--- config.mk ---
export PLATFORM = sky130hd
export DESIGN_NAME = memory_access
export DESIGN_NICKNAME = d
export VERILOG_FILES = /design/src/rtl/memory_access.sv
export SDC_FILE = /design/constraint.sdc
export NUM_CORES = 1
export LEC_CHECK = 0
export CAP_MARGIN = 15
export CORE_MARGIN = 3
export CORE_UTILIZATION = 36
export CTS_CLUSTER_DIAMETER = 30
export DETAILED_ROUTE_END_ITERATION = 10
export PLACE_DENSITY = 0.75
export SETUP_SLACK_MARGIN = 0.4
export SYNTH_ARGS = -nofsm -noshare
export SYNTH_HDL_FRONTEND = slang
export SYNTH_SLANG_ARGS = --single-unit
--- constraint.sdc ---
create_clock -name clk -period 2.25 [get_ports clk]
set_clock_uncertainty 0.15 [all_clocks]
set_input_delay 0.45 -clock clk [delete_from_list [all_inputs] [get_ports clk]]
set_output_delay 0.45 -clock clk [all_outputs]
set_load 0.01 [all_outputs]
--- src/rtl/memory_access.sv ---
// ---------------------------------------------------------------------------
// memory_access
//
// Memory stage of the five-stage Beta pipeline. Registers the execute-stage
// PC, IR, ALU result (Y) and store data (D). For LD/LDR/ST it drives a
// request/acknowledge data-memory port and stalls the upstream stages while
// the access is outstanding. It forwards PC, IR and result to write-back.
// While stalled, it substitutes a NOP bubble. On a misaligned address or a
// timed-out access, it substitutes the exception branch.
//
// Ports
//   clk, rst          clock, synchronous active-high reset
//   pc, ir, y, d      PC, IR, ALU result / effective address, store data
//   op_ld_or_ldr      execute's IR is LD or LDR
//   op_st             execute's IR is ST
//   stall             upstream stages hold their registers this cycle
//   dmem_req/we       access request, 1 = write
//   dmem_addr/wdata   word address and store data
//   dmem_rdata/ack    read data, access complete this cycle
//   pc_next, ir_next,
//   y_next            PC, IR and result handed to write-back
// ---------------------------------------------------------------------------
module memory_access #(
  parameter int unsigned TIMEOUT         = 16,
  parameter logic [31:0] INST_NOP        = 32'h83FF_F800,  // ADD(R31,R31,R31)
  parameter logic [31:0] INST_BNE_EXCEPT = 32'h7BDF_0000   // BNE(R31,0,XP)
) (
  input  logic        clk,
  input  logic        rst,
  input  logic [31:0] pc,
  input  logic [31:0] ir,
  input  logic [31:0] y,
  input  logic [31:0] d,
  input  logic        op_ld_or_ldr,
  input  logic        op_st,
  output logic        stall,
  output logic        dmem_req,
  output logic        dmem_we,
  output logic [31:0] dmem_addr,
  output logic [31:0] dmem_wdata,
  input  logic [31:0] dmem_rdata,
  input  logic        dmem_ack,
  output logic [31:0] pc_next,
  output logic [31:0] ir_next,
  output logic [31:0] y_next
);

  localparam logic [15:0] TIMEOUT_CNT = 16'(TIMEOUT);

  typedef enum logic [0:0] {
    ST_RUN  = 1'b0,
    ST_WAIT = 1'b1
  } state_t;

  state_t      state;
  state_t      state_nxt;
  logic [15:0] wait_cnt;
  logic [15:0] wait_cnt_nxt;

  logic [31:0] pc_mem;
  logic [31:0] ir_mem;
  logic [31:0] y_mem;
  logic [31:0] d_mem;
  logic        ld_mem;
  logic        st_mem;

  logic        mem_op;
  logic        misaligned;
  logic        abort;
  logic        complete;

  assign mem_op     = ld_mem | st_mem;
  assign misaligned = mem_op & (y_mem[1:0] != 2'b00);

  assign dmem_we    = st_mem;
  assign dmem_wdata = d_mem;
  assign dmem_addr  = {y_mem[31:2], 2'b00};

  // An abort cycle lets the stage advance even though no ack arrived.
  assign stall = dmem_req & ~dmem_ack & ~abort;

  // Stage registers, FSM state and wait counter.
  always_ff @(posedge clk) begin
    if (rst) begin
      pc_mem   <= 32'h0000_0000;
      ir_mem   <= INST_NOP;
      y_mem    <= 32'h0000_0000;
      d_mem    <= 32'h0000_0000;
      ld_mem   <= 1'b0;
      st_mem   <= 1'b0;
      state    <= ST_RUN;
      wait_cnt <= 16'd0;
    end else begin
      if (!stall) begin
        pc_mem <= pc;
        ir_mem <= ir;
        y_mem  <= y;
        d_mem  <= d;
        ld_mem <= op_ld_or_ldr;
        st_mem <= op_st;
      end
      state    <= state_nxt;
      wait_cnt <= wait_cnt_nxt;
    end
  end

  // Access sequencing: request, completion and timeout abort.
  always_comb begin
    state_nxt    = state;
    wait_cnt_nxt = wait_cnt;
    dmem_req     = 1'b0;
    complete     = 1'b0;
    abort        = 1'b0;
    case (state)
      ST_RUN: begin
        if (mem_op && !misaligned) begin
          dmem_req = 1'b1;
          if (dmem_ack) begin
            complete = 1'b1;
          end else begin
            state_nxt    = ST_WAIT;
            wait_cnt_nxt = 16'd1;
          end
        end else begin
          dmem_req = 1'b0;
        end
      end
      ST_WAIT: begin
        dmem_req = 1'b1;
        // An ack in the timeout cycle takes priority over the abort.
        if (dmem_ack) begin
          complete     = 1'b1;
          state_nxt    = ST_RUN;
          wait_cnt_nxt = 16'd0;
        end else if (wait_cnt == TIMEOUT_CNT) begin
          abort        = 1'b1;
          state_nxt    = ST_RUN;
          wait_cnt_nxt = 16'd0;
        end else begin
          wait_cnt_nxt = wait_cnt + 16'd1;
        end
      end
      default: begin
        state_nxt    = ST_RUN;
        wait_cnt_nxt = 16'd0;
      end
    endcase
  end

  // Write-back selection: exception, then bubble, then load data, then Y.
  always_comb begin
    pc_next = pc_mem;
    ir_next = ir_mem;
    y_next  = y_mem;
    if (misaligned || abort) begin
      ir_next = INST_BNE_EXCEPT;
      y_next  = 32'h0000_0000;
    end else if (stall) begin
      ir_next = INST_NOP;
      y_next  = 32'h0000_0000;
    end else if (ld_mem && complete) begin
      y_next = dmem_rdata;
    end else begin
      y_next = y_mem;
    end
  end

endmodule

==> results.json, run 1 <==
{
  "globalRoute.totalOverflow": 0,
  "grt_max_degree": 104,
  "dp_cells": 1378,
  "clkPwrFrac": 0.325,
  "die_area_um2": 19260,
  "grt_use_total": 0.3016,
  "ff_latch_area_um2": 2958,
  "setup_viol": 196,
  "combPwrFrac": 0.356,
  "multi_input_area_um2": 5070,
  "wl_met2_um": 20390,
  "fillers": 591,
  "reg2reg_setup_slack_ns": -0.37,
  "slew_violations": 0,
  "port_buffers": 325,
  "seq_power_share": 0.319,
  "hold_viol_final": 0,
  "relSlewSlack": 0.4374,
  "wl_per_cell_um": 26.20,
  "holdPathEnd": "ir_mem[6]",
  "cts_buffers": 17,
  "swShare": 0.3190,
  "rsz0062_at_grt": "true",
  "drt.antenna.violating_nets": 0,
  "vias_per_cell": 5.755,
  "grt_pass1_vias": 7938,
  "power_density_nw_per_um2": 610.3,
  "num-nets-final": 1472,
  "clkTransAtPathRegs_ns": 0.07,
  "core_um2": 16940,
  "rr_worst_depth": 15,
  "dr.pass1.iters": 5,
  "drive_gt1_frac": 0.5319,
  "criticalPathCategory": "flop to flop",
  "r2r-start": "wait_cnt[0]",
  "power_leakage_nw": 7.818,
  "grt_first_pass_wirelength_um": 46020,
  "drcViolationCount": 0,
  "highest_layer": "met4",
  "final_cells": 1539,
  "yosysSeqAreaShare": 0.4637,
  "setup_slack_ns": -0.3685,
  "netlist_top_cells_area": "dfxtp_1 (46%), nand2_1 (18%), a21oi_1 (12%), buf_4 (4.9%), nor3_1 (2.7%)",
  "power_switching_mw": 2.971,
  "cp-start-kind": "flop",
  "cts_buffer_depth": 2,
  "ys.flop_type": "dfxtp_1",
  "area_growth_pct": 140.5,
  "crit_fanout": 5,
  "required_ns": 2.45,
  "cts_max_level": 4,
  "antenna_found_initial": 3,
  "cp.arrival_ns": 2.82,
  "syn-cell-area_um2": 6346,
  "die_h_um": 138.8,
  "num_vias": 8857,
  "clock-sinks": 147,
  "io_pins": 328,
  "tns_ns": -45.82,
  "ir_drop_mv": 0.6153,
  "ys_types": 39,
  "die_x_um": 138.8,
  "hold_depth": 2,
  "clock_latency_ns": 0.42,
  "p_total_mw": 9.314,
  "crit_path_start": "wait_cnt[0]",
  "wl_met1_um": 13380,
  "fp-row-count": 47,
  "root_buffer": "clkbuf_16",
  "rr_endpoint": "pc_next[22]",
  "hold_class": "flop to flop",
  "dr.first_iter.drc_count": 829,
  "synth_edf_count": 0,
  "synth_seq_cells": 147,
  "end_kind": "flop",
  "start_util": 0.3747,
  "async_reset_ff_frac": 0,
  "hp-start": "ir_mem[6]",
  "worst_slew_pin_slew_ns": 0.8439,
  "dp_hpwl_um": 15350,
  "synth_area_per_cell_um2": 7.320,
  "finalCriticalPeriod_ns": 2.619,
  "yosysTopAreaCell": "dfxtp_1",
  "yosysTopAreaCellShare": 0.4637,
  "finalCritPeriodShare": 1.164,
  "yosysMostFrequentCell": "nand2_1",
  "violations": "setup timing",
  "status": "finished with violations",
  "max_freq_mhz": 381.9,
  "synthCells": 867,
  "routed-wl-met3_um": 3521,
  "gp_congestion": 0.8453,
  "wirelength_um": 40320,
  "cts_tree": "done",
  "internal_power_mw": 6.343,
  "cap_violations": 0,
  "yosysWarnings": 0,
  "ys_top_cells_by_count": "nand2_1 (308), a21oi_1 (154), dfxtp_1 (147)"
}
per-stage QoR:
stage / util / instance area (µm²) / hold WS, ns / setup WS (ns)
5_1_grt: 0.9011 / 15260 / 0.3210 / -0.4644
4_1_cts: 0.7673 / 13000 / 0.3009 / -0.2740
2_1_floorplan: - / 6565 / 0.2773 / 0.2187
3_3_place_gp: 0.5935 / 10050 / 0.2865 / -0.5981
3_5_place_dp: 0.5935 / 10050 / 0.2929 / -0.6005
6_report: 0.9011 / 15260 / 0.3167 / -0.3685
layer usage:
| layer | vias up | track usage |
|---|---|---|
| li1 | 3722 | - |
| met1 | 4263 | 0.3370 |
| met2 | 641 | 0.5410 |
| met3 | 231 | 0.09069 |
| met4 | 0 | 0.1112 |
| met5 | - | 0 |
state kept, by name (all words and copies together) (netlist names):
name        cells
dmem_wdata     32
dmem_we         1
ir_mem         32
ld_mem          1
pc_next        32
state           1
wait_cnt       16
y_mem          32
logic make-up (layout without fill, tap and decap cells):
logic type / Yosys count / after routing / share of synthesized area
and+or+nand+nor: 421 / 421 / 0.2752
AOI/OAI and AO/OA: 188 / 188 / 0.1601
DFF: 147 / 147 / 0.4637
buffers and inverters: 102 / 550 / 0.08793
xor gates and xnor gates: 5 / 5 / 0.006900
adders and majority gates: 2 / 2 / 0.003943
other: 1 / 5 / 0.0005909
muxes: 1 / 1 / 0.001577
cells in the final DEF, fill, tap and decap left out, types with 5 or more instances in the layout:
cell               n
nand2b_1           6
a31oi_1            5
a21oi_1            8
buf_6             63
nor2_1            23
dfxtp_2           12
buf_2             40
xnor2_1            5
buf_16            43
clkdlybuf4s50_1  162
dlymetal6s2s_1    95
inv_1              6
nand3_1            7
dfxtp_1          135
nor3_2            19
nor3_4            12
nand2_1          137
nand2b_4           6
buf_12            31
nand2_2           43
o21a_1             8
and2_4            12
buf_8             14
clkbuf_16         22
buf_4             55
nand2_4          128
a21oi_2          142
cell type report:
type | instances | share of cell area
repair buffers | 510 | 0.4137
multi-input cells | 619 | 0.3322
flip-flops and latches | 147 | 0.1938
clock buffers | 18 | 0.02878
well taps | 220 | 0.01804
clock inverters | 12 | 0.01033
inverters | 10 | 0.002624
diodes | 3 | 0.0004919
power groups by stage:
stage | Sequential, mW | Clock, mW | Combinational, mW
6_report | 2.97 | 3.03 | 3.32
5_1_grt | 2.98 | 3.14 | 3.41
4_1_cts | 2.91 | 2.96 | 2.66
3_5_place_dp | 2.95 | 0 | 1.76
3_3_place_gp | 2.95 | 0 | 1.74
2_1_floorplan | 2.98 | 0 | 0.758
repair_timing:
| action | CTS | global route |
|---|---|---|
| gates cloned | 42 | 6 |
| pin swaps | 111 | 192 |
| gates resized for setup | 538 | 519 |
| hold endpoints to repair | 0 | 0 |
| endpoints found under the setup margin | 306 | 307 |
| buffers inserted | 57 | 23 |
| hold buffers | 0 | 0 |
worst max-delay path, cell delays in order (launching register included):
cell and delay, ns:
dfxtp_2 0.33, inv_2 0.07, ha_4 0.12, nor3b_4 0.25, nand4_1 0.22, o211ai_4 0.28
buf_6 0.13, buf_6 0.09, buf_12 0.10, buf_6 0.10, buf_12 0.13, buf_8 0.13
buf_12 0.10, buf_16 0.12, nand2_4 0.05, a21oi_2 0.15
worst max path at each step:
stage                             end  slack, ns  depth (start not counted)
after global placement     y_next[26]      -0.60                          7
after floorplan           ir_next[11]       0.22                          7
final                     pc_next[22]      -0.37                         15
after detailed placement   y_next[25]      -0.60                          7
after global routing       ir_mem[21]      -0.46                         14
after CTS                 ir_next[11]      -0.27                          8
Power figures use the tool's default switching activity.
==> run 2: changes to the inputs <==
--- a/config.mk
+++ b/config.mk
@@ -5,12 +5,15 @@
 export SDC_FILE = /design/constraint.sdc
 export NUM_CORES = 1
 export LEC_CHECK = 0
+export ABC_AREA = 1
 export CAP_MARGIN = 15
+export CORE_ASPECT_RATIO = 1.5
 export CORE_MARGIN = 3
-export CORE_UTILIZATION = 36
+export CORE_UTILIZATION = 39
 export CTS_CLUSTER_DIAMETER = 30
+export CTS_CLUSTER_SIZE = 12
 export DETAILED_ROUTE_END_ITERATION = 10
-export PLACE_DENSITY = 0.75
+export PLACE_DENSITY = 0.76
 export SETUP_SLACK_MARGIN = 0.4
 export SYNTH_ARGS = -nofsm -noshare
 export SYNTH_HDL_FRONTEND = slang
==> results.json, run 2 <==
{
  "cp-start-kind": "flop",
  "layout_common_cells": "clkdlybuf4s50_1 (248), nand2_1 (229), inv_1 (187)",
  "drcViolationCount": 0,
  "grt_use_total": 0.2700,
  "slew_violations": 0,
  "swShare": 0.3301,
  "clkTransAtPathRegs_ns": 0.06,
  "drive_gt1_frac": 0.3595,
  "place_area_um2": 11430,
  "setup_slack_ns": -0.3873,
  "power_density_nw_per_um2": 657.9,
  "cap_violations": 0,
  "violations": "setup timing",
  "crit_cells": 13,
  "slowest_delay_ns": 0.34,
  "hold_viol_final": 0,
  "netlist_top_cells_area": "dfxtp_1 (39%), nand2_1 (17%), nor2_1 (14%), inv_1 (10%), buf_4 (3.3%)",
  "wl_per_cell_um": 17.23,
  "port_buffers": 325,
  "area_growth_pct": 95.81,
  "async_reset_ff_frac": 0,
  "gp_congestion": 0.8258,
  "synth_seq_cells": 147,
  "num-nets-final": 1795,
  "cts_buffers": 17,
  "grt_max_degree": 47,
  "core_um2": 18700,
  "cts_buffer_depth": 2,
  "yosysTopAreaCell": "dfxtp_1",
  "hold_class": "flop to flop",
  "cts_tree": "done",
  "final_cells": 1894,
  "path_buf_inv": 6,
  "end_kind": "output pin",
  "combPwrFrac": 0.404,
  "required_ns": 1.65,
  "dp_hpwl_um": 17010,
  "synth_edf_count": 0,
  "finalCriticalPeriod_ns": 2.637,
  "io_pins": 328,
  "cp.arrival_ns": 2.04,
  "holdWs_ns": 0.3162,
  "synth_xor_area_frac": 0.004660,
  "die_area_um2": 21010,
  "critPathSlowestCell": "dfxtp_2",
  "grt_first_pass_wirelength_um": 44610,
  "synth_top_family_by_area": "simple AND/OR/NAND/NOR gates",
  "yosysTopAreaCellShare": 0.3914,
  "power_leakage_nw": 6.738,
  "globalRoute.totalOverflow": 0,
  "rr_worst_depth": 16,
  "grt_pass1_vias": 8579,
  "fp-row-count": 61,
  "ys_types": 31,
  "cts_max_level": 4,
  "wirelength_um": 32640,
  "mostFrequentLayoutCell": "clkdlybuf4s50_1",
  "die_x_um": 119.4,
  "yosysMostFrequentCell": "nand2_1",
  "clock_latency_ns": 0.43,
  "drt.antenna.violating_nets": 0,
  "p_total_mw": 9.685,
  "ys.flop_type": "dfxtp_1",
  "status": "finished with violations",
  "fin_area_um2": 14720,
  "yosysWarnings": 0,
  "power_switching_mw": 3.197,
  "dr.pass1.iters": 5,
  "syn-cell-area_um2": 7518,
  "ys_top_cells_by_count": "nand2_1 (336), nor2_1 (278), inv_1 (203)",
  "synthCells": 1209,
  "start_util": 0.4021,
  "internal_power_mw": 6.489,
  "cp_common_cell": "buf_12",
  "ir_drop_mv": 0.7091,
  "finalCritPeriodShare": 1.172,
  "crit_fanout": 5,
  "antenna_found_initial": 1,
  "clkPwrFrac": 0.286,
  "yosysSeqAreaShare": 0.3914,
  "vias_per_cell": 4.774,
  "crit_chain": "inv_2 > ha_4 > nand3_4 > nor2_4 > nand3_2 > nand2_4 > nor2_8 > inv_8 > buf_12 > buf_12 > buf_16 > nor2_2 > buf_2",
  "root_buffer": "clkbuf_16",
  "die_h_um": 176.1,
  "seq_power_share": 0.310,
  "synth_area_per_cell_um2": 6.219,
  "criticalPathCategory": "flop to output pin",
  "dp_cells": 1767,
  "clock-sinks": 147,
  "synth_compound_area_frac": 0.03911,
  "critical_path.top_delay_family": "buffers and inverters",
  "hold_depth": 2,
  "muxShareOfSynthArea": 0,
  "setup_viol": 69,
  "synthAdderAreaFrac": 0.003328,
  "dr.first_iter.drc_count": 394,
  "max_freq_mhz": 379.2,
  "synth-simple-area-share": 0.3844,
  "rsz0062_at_grt": "true",
  "num_vias": 9042
}
[run 2: repair_timing]
item                                    in CTS  in global routing
gates resized for setup                    458                286
cloned                                      24                 10
setup buffers                               45                 15
endpoints found under the setup margin     306                292
hold buffers                                 0                  0
hold endpoints to repair                     0                  0
pin swaps                                   44                 74
[run 2: tightest hold or removal path, cell delays in order, from the launching register on]
cell and delay (ns):
dfxtp_1 0.33, nand2_1 0.07, nand3_2 0.05
[run 2: metal layers]
metal | wire length (µm) | global-route usage
met1 | 11880 | 0.2923
met2 | 16780 | 0.4940
met3 | 2429 | 0.06538
met4 | 1545 | 0.1223
met5 | 0 | 0
[run 2: kinds of logic after synthesis]
| family | Yosys count |
|---|---|
| AO/OA/AOI/OAI | 55 |
| adder cells (fa/ha/maj) | 2 |
| buffers and inverters | 295 |
| other | 1 |
| flip-flops | 147 |
| XOR/XNOR | 4 |
| AND/OR/NAND/NOR | 705 |
[run 2: power by group through the flow]
| stage | Clock (mW) | Combinational [mW] | Sequential, mW |
|---|---|---|---|
| after floorplan | 0 | 1.30 | 3.07 |
| after global placement | 0 | 2.55 | 3.03 |
| after detailed placement | 0 | 2.57 | 3.04 |
| after CTS | 2.79 | 3.31 | 2.99 |
| after global routing | 2.89 | 4.14 | 3.03 |
| final | 2.77 | 3.91 | 3.00 |
[run 2: through the flow]
step	TNS [ns]	setup slack, ns	util
after floorplan	0	0.2956	-
after global placement	-95.36	-0.7093	0.6112
after detailed placement	-95.89	-0.7712	0.6112
after CTS	-18.22	-0.3818	0.7221
after global routing	-25.77	-0.4587	0.7873
final	-19.06	-0.3873	0.7873
[run 2: worst paths after layout]
kind	startpoint	endpoint	slack, ns
setup / recovery	wait_cnt[0]	y_next[7]	-0.39
hold / removal	ir_mem[24]	ir_mem[24]	0.32
setup reg to reg	y_mem[0]	ir_mem[2]	-0.04
hold reg to reg	ir_mem[24]	ir_mem[24]	0.32
[run 2: cell type report]
class / instances / area, µm²
clock inverter: 11 / 103.9
tap: 252 / 315.3
inverter: 208 / 790.8
fill: 1250 / 3978
antenna: 1 / 2.502
clock buffer: 21 / 460.4
sequential: 147 / 2955
timing repair buffer: 485 / 5572
multi-input combinational: 769 / 4522
==> run 3: changes to the inputs <==
--- a/config.mk
+++ b/config.mk
@@ -13,6 +13,7 @@
 export CTS_CLUSTER_DIAMETER = 30
 export CTS_CLUSTER_SIZE = 12
 export DETAILED_ROUTE_END_ITERATION = 10
+export MAX_ROUTING_LAYER = met4
 export PLACE_DENSITY = 0.76
 export SETUP_SLACK_MARGIN = 0.4
 export SYNTH_ARGS = -nofsm -noshare
==> results.json, run 3 (synthesis results as in run 2) <==
{
  "status": "finished with violations",
  "violations": "setup timing",
  "cts_buffers": 17,
  "cap_violations": 0,
  "fp-row-count": 61,
  "globalRoute.totalOverflow": 0,
  "drcViolationCount": 0,
  "start_util": 0.4021,
  "hold_viol_final": 0,
  "root_buffer": "clkbuf_16",
  "area_growth_pct": 95.91,
  "fillers": 1251,
  "critPathSlowestCell": "dfxtp_4",
  "layout_common_cells": "clkdlybuf4s50_1 (248), nand2_1 (230), inv_1 (187)",
  "cp_common_cell": "buf_12",
  "cts_buffer_depth": 2,
  "required_ns": 1.65,
  "vias_per_cell": 4.737,
  "clock_latency_ns": 0.42,
  "gp_congestion": 0.8383,
  "place_area_um2": 11430,
  "core_um2": 18700,
  "cp.arrival_ns": 2.02,
  "power_leakage_nw": 6.742,
  "power_density_nw_per_um2": 657.4,
  "tns_ns": -18.93,
  "wl_per_cell_um": 17.39,
  "finalCritPeriodShare": 1.166,
  "die_x_um": 119.4,
  "end_kind": "output pin",
  "ir_drop_mv": 0.7107,
  "setup_slack_ns": -0.3737,
  "fin_area_um2": 14730,
  "slowest_delay_ns": 0.36,
  "clock-sinks": 147,
  "crit_chain": "nor2_4 > nand2_4 > buf_6 > a21oi_4 > nor2_8 > inv_8 > buf_12 > buf_12 > buf_16 > nor2_2 > buf_2",
  "drt.antenna.violating_nets": 0,
  "crit_fanout": 5,
  "critical_path.top_delay_family": "buffers and inverters",
  "cp-start-kind": "flop",
  "criticalPathCategory": "flop to output pin",
  "wirelength_um": 32930,
  "mostFrequentLayoutCell": "clkdlybuf4s50_1",
  "hold_depth": 2,
  "finalCoreUtilization": 0.7877,
  "grt_first_pass_wirelength_um": 44520,
  "p_total_mw": 9.683,
  "num_vias": 8972,
  "cts_tree": "done",
  "rsz0062_at_grt": "true",
  "dr.pass1.iters": 6,
  "dr.first_iter.drc_count": 439,
  "die_area_um2": 21010,
  "cts_hold_buf": 0,
  "io_pins": 328,
  "clkTransAtPathRegs_ns": 0.06,
  "path_buf_inv": 6,
  "die_h_um": 176.1,
  "port_buffers": 325,
  "cts_max_level": 4,
  "setup_viol": 66,
  "antenna_found_initial": 1,
  "slew_violations": 0,
  "grt_max_degree": 47,
  "dp_hpwl_um": 17010,
  "crit_cells": 11,
  "grt_use_total": 0.2780,
  "rr_worst_depth": 16,
  "num-nets-final": 1795,
  "grt_pass1_vias": 8594,
  "hold_class": "flop to flop",
  "max_freq_mhz": 381.1,
  "finalCriticalPeriod_ns": 2.624,
  "drive_gt1_frac": 0.3589
}
[run 3: final cells by class]
class	count	area, µm²	share of cell area
clock buffer	21	460.4	0.03126
timing repair buffer	485	5572	0.3783
inverter	208	790.8	0.05369
multi-input combinational	769	4529	0.3075
antenna	1	2.502	0.0001699
sequential	147	2955	0.2006
clock inverter	11	103.9	0.007051
tap	252	315.3	0.02141
[run 3: worst paths after layout]
check                           slack, ns        from          to
worst min register to register       0.31  ir_mem[24]  ir_mem[24]
worst max-delay path                -0.37    y_mem[0]   y_next[7]
worst max register to register      -0.03    y_mem[0]   ir_mem[8]
worst min-delay path                 0.31  ir_mem[24]  ir_mem[24]
[run 3: metal layers]
layer  GRT usage  up-vias  wire (µm)
li1            -     4343          -
met1      0.2985     4157      12130
met2      0.4933      388      17090
met3     0.05737       84       2254
met4      0.1223        0       1457
met5           -        -          0
[run 3: timing repair]
action                                  CTS  global route
pin swaps                                44            70
endpoints found under the setup margin  306           292
cloned                                   24            10
buffers inserted                         45            15
resized for setup                       458           287
hold endpoints to repair                  0             0
[run 3: metrics by stage]
step           cells  setup slack, ns  hold slack [ns]
6_report        1894          -0.3737           0.3150
4_1_cts         1868          -0.3818           0.3162
3_3_place_gp    1767          -0.7093           0.2884
3_5_place_dp    1767          -0.7712           0.2949
2_1_floorplan   1210           0.2956           0.2789
5_1_grt         1894          -0.4553           0.3404
[run 3: power breakdown]
group	internal (mW)	switching [mW]	leakage [nW]
Clock	1.59	1.17	0.274
Combinational	2.05	1.87	5.24
Sequential	2.85	0.154	1.22
Total	6.49	3.19	6.74
[run 3: worst reg2reg max path, delay by kind of cell (launching register included)]
kind | cells | cell delay, ns
buffers and inverters | 10 | 1.21
AND/OR/NAND/NOR | 6 | 0.48
flip-flops | 1 | 0.37
